## config.mk

```make
export PLATFORM = sky130hd
export DESIGN_NAME = fpu_wb_stage
export DESIGN_NICKNAME = d
export VERILOG_FILES = /design/src/rtl/fpu_pkg.sv /design/src/rtl/fpu_wb_fifo.sv /design/src/rtl/fpu_wb_stage.sv
export SDC_FILE = /design/constraint.sdc
export NUM_CORES = 1
export LEC_CHECK = 0
export CORE_UTILIZATION = 39
export CTS_BUF_LIST = sky130_fd_sc_hd__clkbuf_8
export CTS_CLUSTER_DIAMETER = 150
export DETAILED_ROUTE_END_ITERATION = 8
export GPL_TIMING_DRIVEN = 0
export PLACE_DENSITY = 0.65
export REMOVE_ABC_BUFFERS = 1
export SETUP_SLACK_MARGIN = 0.4
export SLEW_MARGIN = 20
export SYNTH_ARGS = -nofsm -noshare
export SYNTH_HDL_FRONTEND = slang
export SYNTH_HIERARCHICAL = 1
export SYNTH_SLANG_ARGS = --single-unit
```

## constraint.sdc

```tcl
create_clock -name clk -period 4.9 [get_ports clk]
set_input_delay 0.98 -clock clk [delete_from_list [all_inputs] [get_ports clk]]
set_output_delay 0.98 -clock clk [all_outputs]
set_load 0.05 [all_outputs]
```

## src/rtl/fpu_pkg.sv

```systemverilog
// Shared FPU opcode definitions, canonical NaNs and opcode classification helpers.
// Latency: n/a (package of constants and pure functions).
// Backpressure: n/a.
package fpu_pkg;

  // Opcode landmarks used by the classifiers below (same encoding as fpu_op)
  localparam logic [5:0] FOP_GAP_FIRST  = 6'h0A;  // first undefined op in the low gap
  localparam logic [5:0] FOP_GAP_LAST   = 6'h0F;  // last undefined op in the low gap
  localparam logic [5:0] FOP_CMP_FIRST  = 6'h14;  // feq/flt/fle group start
  localparam logic [5:0] FOP_CMP_LAST   = 6'h19;  // feq/flt/fle group end
  localparam logic [5:0] FOP_FMV_X      = 6'h20;  // move FP bits to integer file
  localparam logic [5:0] FOP_FCVT_L     = 6'h22;  // convert to 64-bit integer
  localparam logic [5:0] FOP_FCVT_S     = 6'h24;  // single-precision result
  localparam logic [5:0] FOP_FCVT_W_S   = 6'h26;  // single to 32-bit integer
  localparam logic [5:0] FOP_LAST       = 6'h27;  // highest defined op

  localparam logic [63:0] CNAN64 = 64'h7FF8000000000000;
  localparam logic [31:0] CNAN32 = 32'h7FC00000;

  function automatic logic fop_is_legal(input logic [5:0] op);
    return !(op >= FOP_GAP_FIRST && op <= FOP_GAP_LAST) && (op <= FOP_LAST);
  endfunction

  function automatic logic fop_dest_int(input logic [5:0] op);
    return (op >= FOP_CMP_FIRST && op <= FOP_CMP_LAST) ||
           (op == FOP_FMV_X) || (op == FOP_FCVT_L) || (op == FOP_FCVT_W_S);
  endfunction

  function automatic logic fop_is_single(input logic [5:0] op);
    return (op[0] && op >= 6'h01 && op <= 6'h09) ||
           (op inside {6'h11, 6'h13, 6'h1B, 6'h1D, 6'h1F, FOP_FCVT_S, FOP_LAST});
  endfunction

  // 32-bit integer results that must be sign-extended onto a 64-bit bus
  function automatic logic fop_is_sext(input logic [5:0] op);
    return op inside {6'h15, 6'h17, 6'h19, FOP_FCVT_W_S};
  endfunction

endpackage

```

## src/rtl/fpu_wb_fifo.sv

```systemverilog
// Generic DEPTH x W synchronous FIFO with occupancy count and per-entry valid bits.
// Latency: a write at edge N is readable at the head in cycle N+1.
// Backpressure: writes are dropped when full (not_full=0); not_full depends on state only.
module fpu_wb_fifo #(
  parameter int W     = 8,
  parameter int DEPTH = 2
) (
  input  logic                       clk,
  input  logic                       rst,
  input  logic                       wr_vld,
  input  logic [W-1:0]               wr_dat,
  output logic                       not_full,
  output logic                       rd_vld,
  input  logic                       rd_rdy,
  output logic [W-1:0]               rd_dat,
  output logic [$clog2(DEPTH+1)-1:0] count,
  output logic [DEPTH-1:0]           ent_vld,
  output logic [DEPTH-1:0][W-1:0]    ent_dat
);

  localparam int CW = $clog2(DEPTH + 1);
  localparam int PW = $clog2(DEPTH);

  logic [DEPTH-1:0][W-1:0] mem_q, mem_d;
  logic [DEPTH-1:0]        vld_q, vld_d;
  logic [PW-1:0]           wr_ptr_q, wr_ptr_d;
  logic [PW-1:0]           rd_ptr_q, rd_ptr_d;
  logic [CW-1:0]           count_q, count_d;
  logic                    do_push, do_pop;

  assign not_full = (count_q < CW'(DEPTH));
  assign rd_vld   = vld_q[rd_ptr_q];
  assign rd_dat   = mem_q[rd_ptr_q];
  assign count    = count_q;
  assign ent_vld  = vld_q;
  assign ent_dat  = mem_q;

  // Next-state: pointers wrap naturally since DEPTH is a power of two
  always_comb begin
    mem_d    = mem_q;
    vld_d    = vld_q;
    wr_ptr_d = wr_ptr_q;
    rd_ptr_d = rd_ptr_q;
    count_d  = count_q;
    do_push  = wr_vld && not_full;
    do_pop   = rd_rdy && rd_vld;
    if (do_pop) begin
      vld_d[rd_ptr_q] = 1'b0;
      rd_ptr_d        = rd_ptr_q + PW'(1);
    end
    if (do_push) begin
      mem_d[wr_ptr_q] = wr_dat;
      vld_d[wr_ptr_q] = 1'b1;
      wr_ptr_d        = wr_ptr_q + PW'(1);
    end
    if (do_push && !do_pop)      count_d = count_q + CW'(1);
    else if (do_pop && !do_push) count_d = count_q - CW'(1);
  end

  // State registers; storage is cleared so the head reads zero out of reset
  always_ff @(posedge clk or posedge rst) begin
    if (rst) begin
      mem_q    <= '0;
      vld_q    <= '0;
      wr_ptr_q <= '0;
      rd_ptr_q <= '0;
      count_q  <= '0;
    end else begin
      mem_q    <= mem_d;
      vld_q    <= vld_d;
      wr_ptr_q <= wr_ptr_d;
      rd_ptr_q <= rd_ptr_d;
      count_q  <= count_d;
    end
  end

endmodule

```

## src/rtl/fpu_wb_stage.sv

```systemverilog
// FPU writeback: NaN-box / sign-extend / route results, buffer them, answer hazard lookups.
// Latency: accepted at edge N, presented on out_valid in cycle N+1.
// Backpressure: in_ready = occupancy < DEPTH, registered state only; out_ready never reaches in_ready.
module fpu_wb_stage
  import fpu_pkg::*;
#(
  parameter int BUS_WIDTH = 64,
  parameter int OP_LEN    = 6,
  parameter int REG_ADDR  = 5,
  parameter int DEPTH     = 2
) (
  input  logic                       clk,
  input  logic                       rst,
  input  logic                       in_valid,
  output logic                       in_ready,
  input  logic [BUS_WIDTH-1:0]       in_result,
  input  logic [OP_LEN-1:0]          in_op,
  input  logic [REG_ADDR-1:0]        in_rd,
  output logic                       out_valid,
  input  logic                       out_ready,
  output logic [BUS_WIDTH-1:0]       out_data,
  output logic [REG_ADDR-1:0]        out_rd,
  output logic                       out_to_int,
  output logic                       out_to_fp,
  output logic                       out_illegal,
  output logic [$clog2(DEPTH+1)-1:0] count,
  input  logic [REG_ADDR-1:0]        query_rd,
  input  logic                       query_fp,
  output logic                       query_hit
);

  // Entry layout: {illegal, to_fp, to_int, rd, data}
  localparam int W      = BUS_WIDTH + REG_ADDR + 3;
  localparam int B_INT  = BUS_WIDTH + REG_ADDR;
  localparam int B_FP   = B_INT + 1;
  localparam int B_ILL  = B_INT + 2;

  logic [5:0]                 op6;
  logic                       op_hi_set;
  logic                       legal, to_int, single, sext, suppress;
  logic [BUS_WIDTH-1:0]       proc_data;
  logic [W-1:0]               head;
  logic [DEPTH-1:0]           ent_vld;
  logic [DEPTH-1:0][W-1:0]    ent_dat;

  assign op6 = 6'(in_op);

  if (OP_LEN > 6) begin : g_op_wide
    assign op_hi_set = |in_op[OP_LEN-1:6];
  end else begin : g_op_narrow
    assign op_hi_set = 1'b0;
  end

  // Classify the incoming op; x0 integer writes are swallowed at the handshake
  always_comb begin
    legal    = fop_is_legal(op6) && !op_hi_set;
    to_int   = legal && fop_dest_int(op6);
    single   = legal && fop_is_single(op6);
    sext     = legal && fop_is_sext(op6);
    suppress = to_int && (in_rd == '0);
  end

  if (BUS_WIDTH == 64) begin : g_w64
    // Format the 64-bit result: canonical NaN, NaN-box or sign-extend
    always_comb begin
      proc_data = in_result;
      if (!legal)      proc_data = BUS_WIDTH'(CNAN64);
      else if (single) proc_data = {32'hFFFFFFFF, in_result[31:0]};
      else if (sext)   proc_data = {{32{in_result[31]}}, in_result[31:0]};
    end
  end else begin : g_w32
    // On a 32-bit bus only illegal ops alter the data
    always_comb begin
      proc_data = in_result;
      if (!legal) proc_data = BUS_WIDTH'(CNAN32);
    end
  end

  fpu_wb_fifo #(.W(W), .DEPTH(DEPTH)) u_fifo (
    .clk      (clk),
    .rst      (rst),
    .wr_vld   (in_valid && !suppress),
    .wr_dat   ({!legal, !to_int, to_int, in_rd, proc_data}),
    .not_full (in_ready),
    .rd_vld   (out_valid),
    .rd_rdy   (out_ready),
    .rd_dat   (head),
    .count    (count),
    .ent_vld  (ent_vld),
    .ent_dat  (ent_dat)
  );

  assign out_data    = head[BUS_WIDTH-1:0];
  assign out_rd      = head[BUS_WIDTH +: REG_ADDR];
  assign out_to_int  = out_valid && head[B_INT];
  assign out_to_fp   = out_valid && head[B_FP];
  assign out_illegal = out_valid && head[B_ILL];

  // Hazard lookup across every pending entry, matching index and register file
  always_comb begin
    query_hit = 1'b0;
    for (int i = 0; i < DEPTH; i++) begin
      if (ent_vld[i] && (ent_dat[i][BUS_WIDTH +: REG_ADDR] == query_rd) &&
          (ent_dat[i][B_FP] == query_fp))
        query_hit = 1'b1;
    end
    if (!query_fp && (query_rd == '0)) query_hit = 1'b0;
  end

endmodule

```

=== Yosys cells after proc, flatten, opt, wreduce, memory -nomap -nowiden ===
Index checks and enable logic that the tools add are counted.

* Bitwise gates (word level): 3
* Muxes and demuxes: 21
* Reductions and logical operators: 40
* $lt $le $gt $ge: 12
* Equal/unequal tests: 17
* Add/sub/neg operators: 4

{| class="wikitable"
|+ Operator list
! operator !! number
|-
| 72-bit 2-to-1 mux || 3
|-
| 64-bit 2-to-1 mux || 3
|-
| 144-bit bitwise mux || 1
|-
| 72-bit demux with 1-bit select || 1
|-
| 6-bit by 5-bit == test with 1-bit output (second input constant) || 8
|-
| 6-bit == test (second input constant) || 5
|-
| 1-bit logical AND || 24
|-
| 6-bit by 4-bit <= comparator with 1-bit output (second input constant) || 2
|-
| 5-bit == test || 2
|-
| 5-bit zero test || 2
|-
| 2-bit 2-to-1 mux || 4
|-
| 1-bit zero test || 7
|-
| 1-bit 2-to-1 mux || 7
|-
| 7-bit nonzero test || 1
|-
| 6-bit by 1-bit >= comparator with 1-bit output (second input constant) || 1
|-
| 6-bit by 4-bit >= comparator with 1-bit output (second input constant) || 1
|-
| 6-bit by 5-bit >= comparator with 1-bit output (second input constant) || 1
|-
| 6-bit by 5-bit <= comparator with 1-bit output (second input constant) || 1
|-
| 6-bit <= comparator (second input constant) || 1
|-
| 1-bit logical OR || 4
|-
| 1-bit by 2-bit < comparator with 1-bit output (second input constant) || 2
|-
| 4-bit nonzero test || 1
|-
| 1-bit adder (second input constant) || 2
|-
| 2-bit by 1-bit adder with 2-bit output (second input constant) || 1
|-
| other kinds (9) || 12
|}

* Logic and storage cells: 103
* Register bits after elaboration: 150
* Output and inout bits: 77
* Input bits: 85

=== Depth between registers and ports, before layout ===
* Word-level depth: 14
* Depth in mapped cells: 11
* Depth with buffers taken out: 10

=== Hierarchy ===
Netlist, hierarchy kept.

{| class="wikitable"
|+ By module, submodules not included
! module !! instances !! seq. area each (um2) !! cells each !! area each (um2)
|-
| fpu_wb_fifo || 1 || 3753.6 || 410 || 6827.8
|-
| fpu_wb_stage || 1 || 0.0 || 158 || 912.1
|}

=== Least setup slack after synthesis ===
No wires, ideal clock.

* Path type: input-to-reg
* From: input port in_op[4]
* To: register u_fifo.mem_q (netlist bit u_fifo/ent_dat[10])
* Arrival time: 2850 ps
* Stages on the path: 11
* Library setup time: 125 ps
* Path slack: 1925 ps
* Data required time: 4775 ps
* Buffers on the path: 3
* Cells stage by stage: buf_2 -> nor2b_1 -> and3b_1 -> o21ai_0 -> o21a_1 -> o31a_1 -> nor2b_4 -> nor2b_4 -> buf_12 -> buf_12 -> mux2_4

* Longest elaborated chain between the ends: 10
* Elaborated cells on any way between the ends: 37
* Those cells by class: order compare (7); eq/ne (10); mux (3); reduce/logical (17)

{| class="wikitable"
|+ RTL lines
! element !! RTL line !! text
|-
| start, declared || fpu_wb_stage.sv:17 || <nowiki>input logic [OP_LEN-1:0] in_op,</nowiki>
|-
| 6-bit by 5-bit >= comparator with 1-bit output or 6-bit by 5-bit <= comparator with 1-bit output (tied branches) || fpu_pkg.sv:25 || <nowiki>return (op >= FOP_CMP_FIRST && op <= FOP_CMP_LAST) ||</nowiki>
|-
| 1-bit logical AND || fpu_pkg.sv:25 ||
|-
| 1-bit logical OR || fpu_pkg.sv:25 ||
|-
| 1-bit logical OR (2 in series) || fpu_pkg.sv:26 || <nowiki>(op == FOP_FMV_X) || (op == FOP_FCVT_L) || (op == FOP_FCVT_W_S);</nowiki>
|-
| 1-bit logical AND * || fpu_wb_stage.sv:57 || <nowiki>to_int = legal && fop_dest_int(op6);</nowiki>
|-
| 1-bit logical AND * || fpu_wb_stage.sv:60 || <nowiki>suppress = to_int && (in_rd == '0);</nowiki>
|-
| 1-bit zero test * || fpu_wb_stage.sv:82 || <nowiki>.wr_vld (in_valid && !suppress),</nowiki>
|-
| 1-bit logical AND * || fpu_wb_stage.sv:82 ||
|-
| 1-bit logical AND * || fpu_wb_fifo.sv:45 || <nowiki>do_push = wr_vld && not_full;</nowiki>
|-
| via u_fifo.do_push || fpu_wb_fifo.sv:29 || <nowiki>logic do_push, do_pop;</nowiki>
|-
| end signal, assigned || fpu_wb_fifo.sv:69 || <nowiki>mem_q <= mem_d;</nowiki>
|-
| end, declared || fpu_wb_fifo.sv:24 || <nowiki>logic [DEPTH-1:0][W-1:0] mem_q, mem_d;</nowiki>
|}

Mark *: on every way through the listed nets, which the timed path passes. The rest lies on a longest branch.
A chain may end at the register's enable or synchronous reset.

=== Worst setup path after layout ===
* From: input port in_op[4]
* To: register u_fifo.mem_q (netlist bit u_fifo/ent_dat[53])

Same word-level chain as after synthesis.

==> summary.txt <==
Main synth FF type: dfrtp_1
CTS Buf Count: 17
Nets: 808
Mapped Cells: 568
Crit path top cell by count: buf_16
Drt via density: 5.00
Ant. Diodes: 0
Antenna Nets Post-Route: 0
Crit-path slowest cell: clkdlybuf4s50_1
Worst Path Arrival: 4.47 ns
Placed Cells: 968
WL/cell: 17.9 um
Max Cap Violations: 0
Final core utilization: 0.518
Combinational share of power: 0.566
Clock Power Share: 0.132
Area after DPL: 0.00971 mm^2
Part of the power in registers: 0.302
Worst Path Max Fanout: 14
Standard-cell rows: 51
Critical-path cell list: clkdlybuf4s50_1 -> nor2b_1 -> and3b_1 -> o21ai_0 -> o21a_1 -> o31a_1 -> nor2b_4 -> nor2b_4 -> buf_16 -> buf_16 -> buf_16 -> buf_16 -> mux2_4
Net Sw Frac: 0.429
CP Capture Type: flop
Final hold vios: 0
I/O pin cnt: 162
Number of port buffers: 161
Ys async rst share: 1.00
H-tree levels: 4
CTS Root Cell: clkbuf_8
Cell family with most CP delay: buffers and inverters
Overall Power: 0.00701 W
Filler-free cell count of the finished design: 1000
NetSw: 0.00301 W
CTS Buffer Depth: 2
# fillers: 1692
Rel. slew slack: 0.476
Syn Area/Cell: 13.6 um^2
Worst-Skew Late Latency: 0.44 ns
Initial DRC Count: 201
Placer Congestion: 0.749
Sequential share of the synthesized area: 0.485
VDD IR-drop max: 482 uV
Mapped Area: 0.00774 mm^2
Core Area: 0.0195 mm^2
HPWL after DPL: 12100 um
R2r setup slk: 2.53 ns
Critical setup path kind: primary input to flop
CP Data Required Time: 5.22 ns
Pwr dens: 695 mW/mm^2
All-Layer GR Usage: 0.186
Via Count: 4995
CTS tree: built
Initial core utilization: 0.398
Clock Sinks: 150
TritonRoute pass-1 iters: 4
Total wire length: 17900 um
P_leak: 4.38 nW
CP bufs+invs: 5
Final Critical Period: 4.15 ns
Tcrit/Tclk final: 0.847
Fin. max-slew vios: 0
Outcome: complete, no violations
# DRC: 0
Synth warnings: 6
Share of layout cells above drive strength 1: 0.355
Tightest Hold Check Type: flop to flop
Final Instance Area: 0.0101 mm^2
Max incr delay on CP: 0.59 ns
Clock transition at path regs: 0.09 ns
FF+latch count, synth: 150
First-pass GRT wire length: 29200 um
Largest net degree at the start of global routing: 86
Measured slew at the worst slew-check pin: 0.785 ns
Number of global-route vias before repair: 5600
RSZ-0062 raised after global routing: no
Layout Area Growth over Synthesis: 30.4%
Total internal power: 0.00400 W
Die Ht: 143 um
Worst slack, placed: 0.255 ns
Synth cell types: 40
Antenna violations before repair: 0
Fmax: 241 MHz
Final setup margin: 0.752 ns
Final setup vio count: 0
Postcts setup bufs: 0
Number of enable flip-flop cells after synthesis: 0
Worst Setup Start Kind: primary input
Remaining global-route overflow: 0
Die area: 0.0204 mm^2
Hold-fix buffer count after cts: 0
Clk_skew: 0.0104 ns
CTS resizes: 0
Die W: 143 um
-- power by group through the flow --
stage / logic (W) / registers, W / clock network, W
after detailed placement: 0.00399 / 0.00215 / 0
after CTS: 0.00401 / 0.00213 / 0.000967
final: 0.00397 / 0.00212 / 0.000923
after floorplan: 0.00282 / 0.00207 / 0
after global routing: 0.00415 / 0.00219 / 0.00102
after global placement: 0.00386 / 0.00214 / 0
-- through the flow --
stage	setup TNS, ns	hold slack, ns
after floorplan	-17.46	0.459
after detailed placement	0	0.475
after CTS	0	0.498
after global placement	-469.96	0.469
final	0	0.491
after global routing	0	0.510
-- sequential cells by signal, indices dropped and copies added, names as in the netlist --
signal           cells
u_fifo/ent_vld       2
u_fifo/ent_dat     144
u_fifo/rd_ptr_q      1
u_fifo/wr_ptr_q      1
u_fifo/count         2
-- cell families after synthesis --
logic type | Yosys count | synth area share
xor+xnor | 17 | 0.0192
fa+ha+maj | 1 | 0.00162
flops | 150 | 0.485
compound gates | 37 | 0.0302
simple gates | 103 | 0.0727
buf+inv | 43 | 0.0420
mux | 217 | 0.349
-- layout make-up --
cell class / count / area, um^2 / area share
tap: 265 / 332 / 0.0329
clock inverter: 13 / 120 / 0.0119
clock buffer: 19 / 262 / 0.0259
timing repair buffer: 173 / 1900 / 0.188
sequential: 150 / 3760 / 0.372
multi-input combinational: 375 / 3690 / 0.366
inverter: 5 / 26.3 / 0.00260
-- synthesized netlist by cell type (5+ instances only) --
cell type,instances,share of area
mux2_2,140,0.20
buf_2,18,0.012
xor2_1,8,0.0091
dfrtp_1,150,0.48
clkbuf_1,9,0.0044
mux2_4,69,0.13
inv_1,5,0.0024
buf_12,8,0.021
xnor2_1,9,0.010
and2_1,35,0.028
nand2_1,36,0.017
mux2_1,8,0.012
a21oi_1,24,0.016
nand3_1,12,0.0078
-- path summary, 6_finish.rpt --
| check | from | end | depth (start not counted) |
|---|---|---|---|
| hold reg to reg | u_fifo/ent_dat[94] | u_fifo/ent_dat[94] | 1 |
| hold / removal | u_fifo/ent_dat[94] | u_fifo/ent_dat[94] | 1 |
| setup reg to reg | u_fifo/count[1] | u_fifo/ent_dat[53] | 7 |
| setup / recovery | in_op[4] | u_fifo/ent_dat[53] | 13 |
| max in group asynchronous | rst | u_fifo/ent_dat[53] | 3 |
| min in group asynchronous | rst | u_fifo/ent_dat[1] | 2 |
-- placed cells by master, fill, tap and decap left out, types with 3 or more instances in the layout --
cell type / Yosys / final
mux2_2: 140 / 140
nor2_1: 3 / 3
inv_6: 0 / 4
xnor2_1: 9 / 9
clkdlybuf4s50_1: 0 / 161
mux2_1: 8 / 8
xor2_1: 8 / 8
buf_16: 0 / 8
a21oi_1: 24 / 24
clkinvlp_4: 0 / 5
dfrtp_1: 150 / 149
nand2_1: 36 / 36
nand3_1: 12 / 12
inv_1: 5 / 5
mux2_4: 69 / 69
and2_1: 35 / 35
clkbuf_8: 0 / 19
-- metal layers --
metal	wire length (um)	vias up	track usage
met4	131	0	0.0441
li1	-	2311	-
met2	8970	107	0.316
met1	8090	2565	0.241
met5	0	-	0
met3	735	12	0.0423
Power figures use the tool's default switching activity.
